==> src/rtl/des_key_schedule.sv <==
// DES subkey responder: holds PC-1 key as C/D halves, walks rotations to the requested round, emits PC-2.
// Latency: 1 + |target - pos| cycles from accepted request to subkey_valid.
// No backpressure: requests during seek/response are dropped; optional KEY_PARITY_CHECK_EN flags even-parity key bytes.
module des_key_schedule #(
  parameter int IDX_W = 4
) (
  input  logic        clk,
  input  logic        rst,
  input  logic        key_load,
  input  logic [63:0] key,
  input  logic        mode,
  input  logic        subkey_req,
  input  logic [15:0] round_counter,
  output logic [47:0] subkey,
  output logic        subkey_valid,
  output logic        key_ready,
  output logic        busy,
  output logic        index_err,
  output logic        key_parity_err
);

  localparam int POS_W   = IDX_W + 1;
  localparam int MAX_IDX = (1 << IDX_W) - 1;

  typedef enum logic [1:0] {NOKEY, READY, SEEK, RESP} state_t;

  // Tables use DES numbering: bit 1 is the MSB.
  localparam int PC1_TAB [56] = '{
    57, 49, 41, 33, 25, 17,  9,  1, 58, 50, 42, 34, 26, 18,
    10,  2, 59, 51, 43, 35, 27, 19, 11,  3, 60, 52, 44, 36,
    63, 55, 47, 39, 31, 23, 15,  7, 62, 54, 46, 38, 30, 22,
    14,  6, 61, 53, 45, 37, 29, 21, 13,  5, 28, 20, 12,  4
  };

  localparam int PC2_TAB [48] = '{
    14, 17, 11, 24,  1,  5,  3, 28, 15,  6, 21, 10,
    23, 19, 12,  4, 26,  8, 16,  7, 27, 20, 13,  2,
    41, 52, 31, 37, 47, 55, 30, 40, 51, 45, 33, 48,
    44, 49, 39, 56, 34, 53, 46, 42, 50, 36, 29, 32
  };

  function automatic logic [55:0] pc1(input logic [63:0] k);
    logic [55:0] r;
    r = '0;
    for (int i = 0; i < 56; i++) r[6'(55 - i)] = k[6'(64 - PC1_TAB[i])];
    return r;
  endfunction

  function automatic logic [47:0] pc2(input logic [55:0] cd);
    logic [47:0] r;
    r = '0;
    for (int i = 0; i < 48; i++) r[6'(47 - i)] = cd[6'(56 - PC2_TAB[i])];
    return r;
  endfunction

  // Rounds 1, 2, 9 and 16 shift by one; all others by two.
  function automatic logic single_shift(input logic [POS_W-1:0] n);
    return (n == POS_W'(1)) || (n == POS_W'(2)) || (n == POS_W'(9)) || (n == POS_W'(16));
  endfunction

  function automatic logic [27:0] rotl(input logic [27:0] x, input logic one);
    return one ? {x[26:0], x[27]} : {x[25:0], x[27:26]};
  endfunction

  function automatic logic [27:0] rotr(input logic [27:0] x, input logic one);
    return one ? {x[0], x[27:1]} : {x[1:0], x[27:2]};
  endfunction

  state_t             state;
  logic [27:0]        c_q;
  logic [27:0]        d_q;
  logic [POS_W-1:0]   pos;
  logic [POS_W-1:0]   target;

  logic [IDX_W-1:0]   req_idx;
  logic [POS_W-1:0]   req_target;
  logic               req_range_err;
  logic [POS_W-1:0]   pos_inc;
  logic [POS_W-1:0]   pos_dec;

  // In decrypt mode 15 - idx equals the bitwise complement of idx.
  assign req_idx       = mode ? ~round_counter[IDX_W-1:0] : round_counter[IDX_W-1:0];
  assign req_target    = {1'b0, req_idx} + POS_W'(1);
  assign req_range_err = round_counter > 16'(MAX_IDX);
  assign pos_inc       = pos + POS_W'(1);
  assign pos_dec       = pos - POS_W'(1);

  always_ff @(posedge clk or posedge rst) begin
    if (rst) begin
      state        <= NOKEY;
      c_q          <= '0;
      d_q          <= '0;
      pos          <= '0;
      target       <= '0;
      subkey       <= '0;
      subkey_valid <= 1'b0;
      key_ready    <= 1'b0;
      busy         <= 1'b0;
      index_err    <= 1'b0;
    end else begin
      subkey_valid <= 1'b0;
      index_err    <= 1'b0;
      if (key_load) begin
        // Load has priority: any in-flight seek or response is abandoned silently.
        {c_q, d_q} <= pc1(key);
        pos        <= '0;
        state      <= READY;
        key_ready  <= 1'b1;
        busy       <= 1'b0;
      end else begin
        case (state)
          READY: begin
            if (subkey_req) begin
              if (req_range_err) begin
                index_err <= 1'b1;
              end else begin
                target <= req_target;
                if (req_target == pos) begin
                  state <= RESP;
                end else begin
                  state <= SEEK;
                  busy  <= 1'b1;
                end
              end
            end
          end
          SEEK: begin
            if (pos < target) begin
              c_q <= rotl(c_q, single_shift(pos_inc));
              d_q <= rotl(d_q, single_shift(pos_inc));
              pos <= pos_inc;
              if (pos_inc == target) begin
                state <= RESP;
                busy  <= 1'b0;
              end
            end else if (pos > target) begin
              c_q <= rotr(c_q, single_shift(pos));
              d_q <= rotr(d_q, single_shift(pos));
              pos <= pos_dec;
              if (pos_dec == target) begin
                state <= RESP;
                busy  <= 1'b0;
              end
            end else begin
              state <= RESP;
              busy  <= 1'b0;
            end
          end
          RESP: begin
            subkey       <= pc2({c_q, d_q});
            subkey_valid <= 1'b1;
            state        <= READY;
          end
          default: ;
        endcase
      end
    end
  end

`ifdef KEY_PARITY_CHECK_EN
  logic parity_bad;

  always_comb begin
    parity_bad = 1'b0;
    for (int b = 0; b < 8; b++) begin
      if (!(^key[8*b +: 8])) parity_bad = 1'b1;
    end
  end

  always_ff @(posedge clk or posedge rst) begin
    if (rst) begin
      key_parity_err <= 1'b0;
    end else if (key_load) begin
      key_parity_err <= parity_bad;
    end
  end
`else
  logic parity_bits_unused;

  assign key_parity_err     = 1'b0;
  assign parity_bits_unused = ^{key[56], key[48], key[40], key[32], key[24], key[16], key[8], key[0]};
`endif

endmodule

==> config.mk <==
export PLATFORM = sky130hd
export DESIGN_NAME = des_key_schedule
export DESIGN_NICKNAME = d
export VERILOG_FILES = /design/src/rtl/des_key_schedule.sv
export SDC_FILE = /design/constraint.sdc
export NUM_CORES = 1
export LEC_CHECK = 0
export CORE_UTILIZATION = 58
export CTS_BUF_LIST = sky130_fd_sc_hd__clkbuf_4 sky130_fd_sc_hd__clkbuf_8 sky130_fd_sc_hd__clkbuf_16
export DETAILED_ROUTE_END_ITERATION = 8
export DONT_BUFFER_PORTS = 1
export HOLD_SLACK_MARGIN = 0.15
export PLACE_DENSITY = 0.72
export SLEW_MARGIN = 20
export SYNTH_ARGS = -nofsm -noshare
export SYNTH_HDL_FRONTEND = slang
export SYNTH_SLANG_ARGS = --single-unit
==> constraint.sdc <==
create_clock -name clk -period 3.3 [get_ports clk]
set_input_delay 0.66 -clock clk [delete_from_list [all_inputs] [get_ports clk]]
set_output_delay 0.66 -clock clk [all_outputs]
set_load 0.01 [all_outputs]
==> metrics.md <==
| Metric | Value |
|---|---|
| Number of H-tree branching levels | 3 |
| Die X | ~110 um |
| Detail-routed net length per standard cell | ~17 um |
| Highest Clock Rate | 343.2 MHz |
| Post-synth EDFFs | 0 |
| Setup clock skew after layout | roughly 0.011 ns |
| Maximum vdd ir drop | 0.2379 mV |
| Mean cell area of the mapped netlist | 8.321 um^2 |
| Count of routing violations after the opening detailed-route iteration | 476 |
| Initial Utilization | 60.31% |
| Met2 Resource Use GR | between 40% and 50% |
| Number of sinks on the clock net | 98 |
| Fillcell total | 904 |
| Run status | finished, final reports clean |
| Main synth FF type | sky130_fd_sc_hd__dfrtp_1 |
| Final design utilization | 62.37% |
| Sequential area share after synthesis | 39.04% |
| Layout area overhead | 3.406% |
| Cell accounting for the most synthesized area | sky130_fd_sc_hd__dfrtp_1 |
| Post-layout net count | 815 |
| Worst path required time | ~3.6 ns |
| I/O pin cnt | 138 |
| Final-report max-slew violation count | 0 |
| Element type at the critical path start | flip-flop |
| Clock tree from TritonCTS | done |
| Final weighted congestion in routability-driven placement | 0.8195 |
| Final period utilization | between 80% and 90% |
| Total global routing overflow | 0 |
| Largest cells by area after synthesis | sky130_fd_sc_hd__dfrtp_1 39%, sky130_fd_sc_hd__mux2i_1 7.2%, sky130_fd_sc_hd__nand3_1 6.2% |
| Fraction of registers with async set/reset | 100.0% |
| Worst hold path type | input port to asynchronous set/reset pin |
| Max_cap viols | 0 |
| Launch point of the worst reg-to-reg path | pos[0] |
| CP arrival | 3.16 ns |
| Global-route total usage across every layer | 27.47% |
| Crit path launch | pos[0] |
| Standard-cell rows | 37 |
| Height of the die | about 110 um |
| Root cell of the clock tree | sky130_fd_sc_hd__clkbuf_8 |
| Detailed-routing iteration count for the pre-antenna-repair pass | 7 |
| Transition time at the pin with the least slew margin | 0.7357 ns |
| Top Usage Layer GRT | met2 |
| Met3 Resource Use GR | between 4 and 5% |
| Post-CTS resize count | 0 |
| Commonest cells after routing, fill and taps aside | 98 x sky130_fd_sc_hd__dfrtp_1, 93 x sky130_fd_sc_hd__nand2_1, 78 x sky130_fd_sc_hd__nand3_1, 72 x sky130_fd_sc_hd__nor2_1, 57 x sky130_fd_sc_hd__a31oi_1 |
| Vias | approximately 5400 |
| Number of buffers created by CTS | 9 |
| Clock transition at the registers of the reported paths | 0.10 ns |
| Aggregate negative setup slack | 0 ns |
| Met1 routing resource usage after global routing | 34.86% |
| Clock tree buffer depth | 2 |
| Setup crit end kind | flip-flop |
| Category of the most critical setup path | flip-flop to flip-flop |
| Number of buffers inserted for hold repair after clock tree synthesis | 0 |
| Max transition margin | 50.65% |
| Netlist area before placement | 6282 um^2 |
| Floorplan Core Area | 10420 um^2 |
| Static leakage | 0.002654 uW |
| Fin. Hold Viols | 0 |
| DRT antenna net count | 0 |
| HPWL after DPL | about 9400 um |
| Die area | 11250 um^2 |
| Global-route wire length before repair | 25050 um |
| Most frequent standard cell in the layout excluding fill and tap cells | sky130_fd_sc_hd__dfrtp_1 |
| Layout cells sized above 1 | 6.777% |
| Maximum fanout encountered on the critical timing path | 56 |
| Number of cells produced by synthesis | 755 |
| Count of unresolved DRC violations after routing | 0 |
| Vias in the first global route | 5199 |
| Synth Warn # | 0 |
| Worst skew pair latency | ~0.38 ns |
| Power Dens Cells | between 400 and 500 nW/um^2 |
| Final routed wirelength across all metal layers | 14880 um |
| Number of diodes | 0 |
| Via density | between 6 and 7 |
| RSZ-0062 raised after global routing | no |
| Post-synth top area share | between 30% and 40% |
| Count of buffers from port buffering | 0 |
| Synth Register Bits | about 100 |
| Number of antenna violations at the first check in global routing | 0 |
| Unique cell type count in the Yosys netlist | 47 |
| Shortest period the worst path allows | ~2.9 ns |
| Count of buffers added by post-CTS timing repair for setup | 0 |
| Number of setup violations in the final report | 0 |
| Largest net degree at the start of global routing | 57 |
registers in the layout, summed over array words and instances, names as in the netlist:
register	flops
busy	1
c_q	28
d_q	28
index_err	1
key_ready	1
pos	5
state	2
subkey	26
subkey_valid	1
target	5
through the flow:
stage	instance area, um^2	setup WS [ns]	power, uW	instances	hold slack [ns]
after floorplan	6365	0.07793	1693	777	0.4538
after global placement	6260	0.5451	1748	843	0.4925
after detailed placement	6260	0.4748	1765	843	0.4955
after CTS	6486	0.4332	2656	859	0.2895
after global routing	6496	0.2761	2783	859	0.3099
final	6496	0.3863	2659	859	0.2722
metal layers:
layer	vias to the layer above	wire length, um
li1	2554	-
met1	2650	6316
met2	214	7467
met3	21	842
met4	0	252
met5	-	0
cell families (layout without fill, tap and decap cells):
family	after synthesis	in the layout	synth area share, %
other cells	1	23	0.05969
xor+xnor	16	16	2.231
mux	62	62	10.28
buf+inv	95	41	8.106
compound gates	195	195	18.66
fa+ha+maj	12	12	2.390
simple gates	276	276	19.24
flops	98	98	39.04
power by group:
| part | switching, uW | internal, uW | leakage [uW] | total (uW) |
|---|---|---|---|---|
| Sequential | 141 | 1290 | 0.00122 | 1430 |
| Clock | 446 | 467 | 0.000118 | 913 |
| Combinational | 176 | 137 | 0.00132 | 313 |
| Total | 763 | 1900 | 0.00265 | 2660 |
critical path, stage by stage (launching register included):
cell                       delay, ns
sky130_fd_sc_hd__dfrtp_1        0.49
sky130_fd_sc_hd__inv_1          0.26
sky130_fd_sc_hd__ha_1           0.28
sky130_fd_sc_hd__nand2b_1       0.15
sky130_fd_sc_hd__a221oi_4       0.34
sky130_fd_sc_hd__buf_12         0.37
sky130_fd_sc_hd__mux2_1         0.37
sky130_fd_sc_hd__a221oi_1       0.37
sky130_fd_sc_hd__a31oi_1        0.13
cells in the mapped netlist, drive strengths merged (4+ instances only):
cell type and number:
o21ai 53, ha 12, nand2b 10, nand2 93, mux2 17, and3 4, mux2i 45, nor2 74
xnor2 8, clkbuf 31, a21oi 50, nand3 78, buf 52, a221oi 16, inv 11, dfrtp 98
a31oi 57, xor2 8
cell type report:
type	count	area, um^2	share of cell area, %
clock buffer	12	152.6	2.350
clock inverter	4	73.82	1.136
inverter	12	47.55	0.7319
multi-input combinational	584	3452	53.14
sequential	98	2452	37.75
tap	136	170.2	2.619
timing repair buffer	13	147.6	2.273
path summary, 6_finish.rpt:
check | endpoint | slack (ns) | depth (start not counted)
min in group clk | pos[2] | 0.34 | 1
worst min-delay path | subkey_valid | 0.27 | 1
max in group asynchronous | c_q[24] | 2.34 | 2
worst max-delay path | c_q[1] | 0.39 | 8
worst max register to register | c_q[1] | 0.39 | 8
worst min register to register | target[0] | 0.52 | 2
Note: power is estimated with default switching activity, not from simulation.
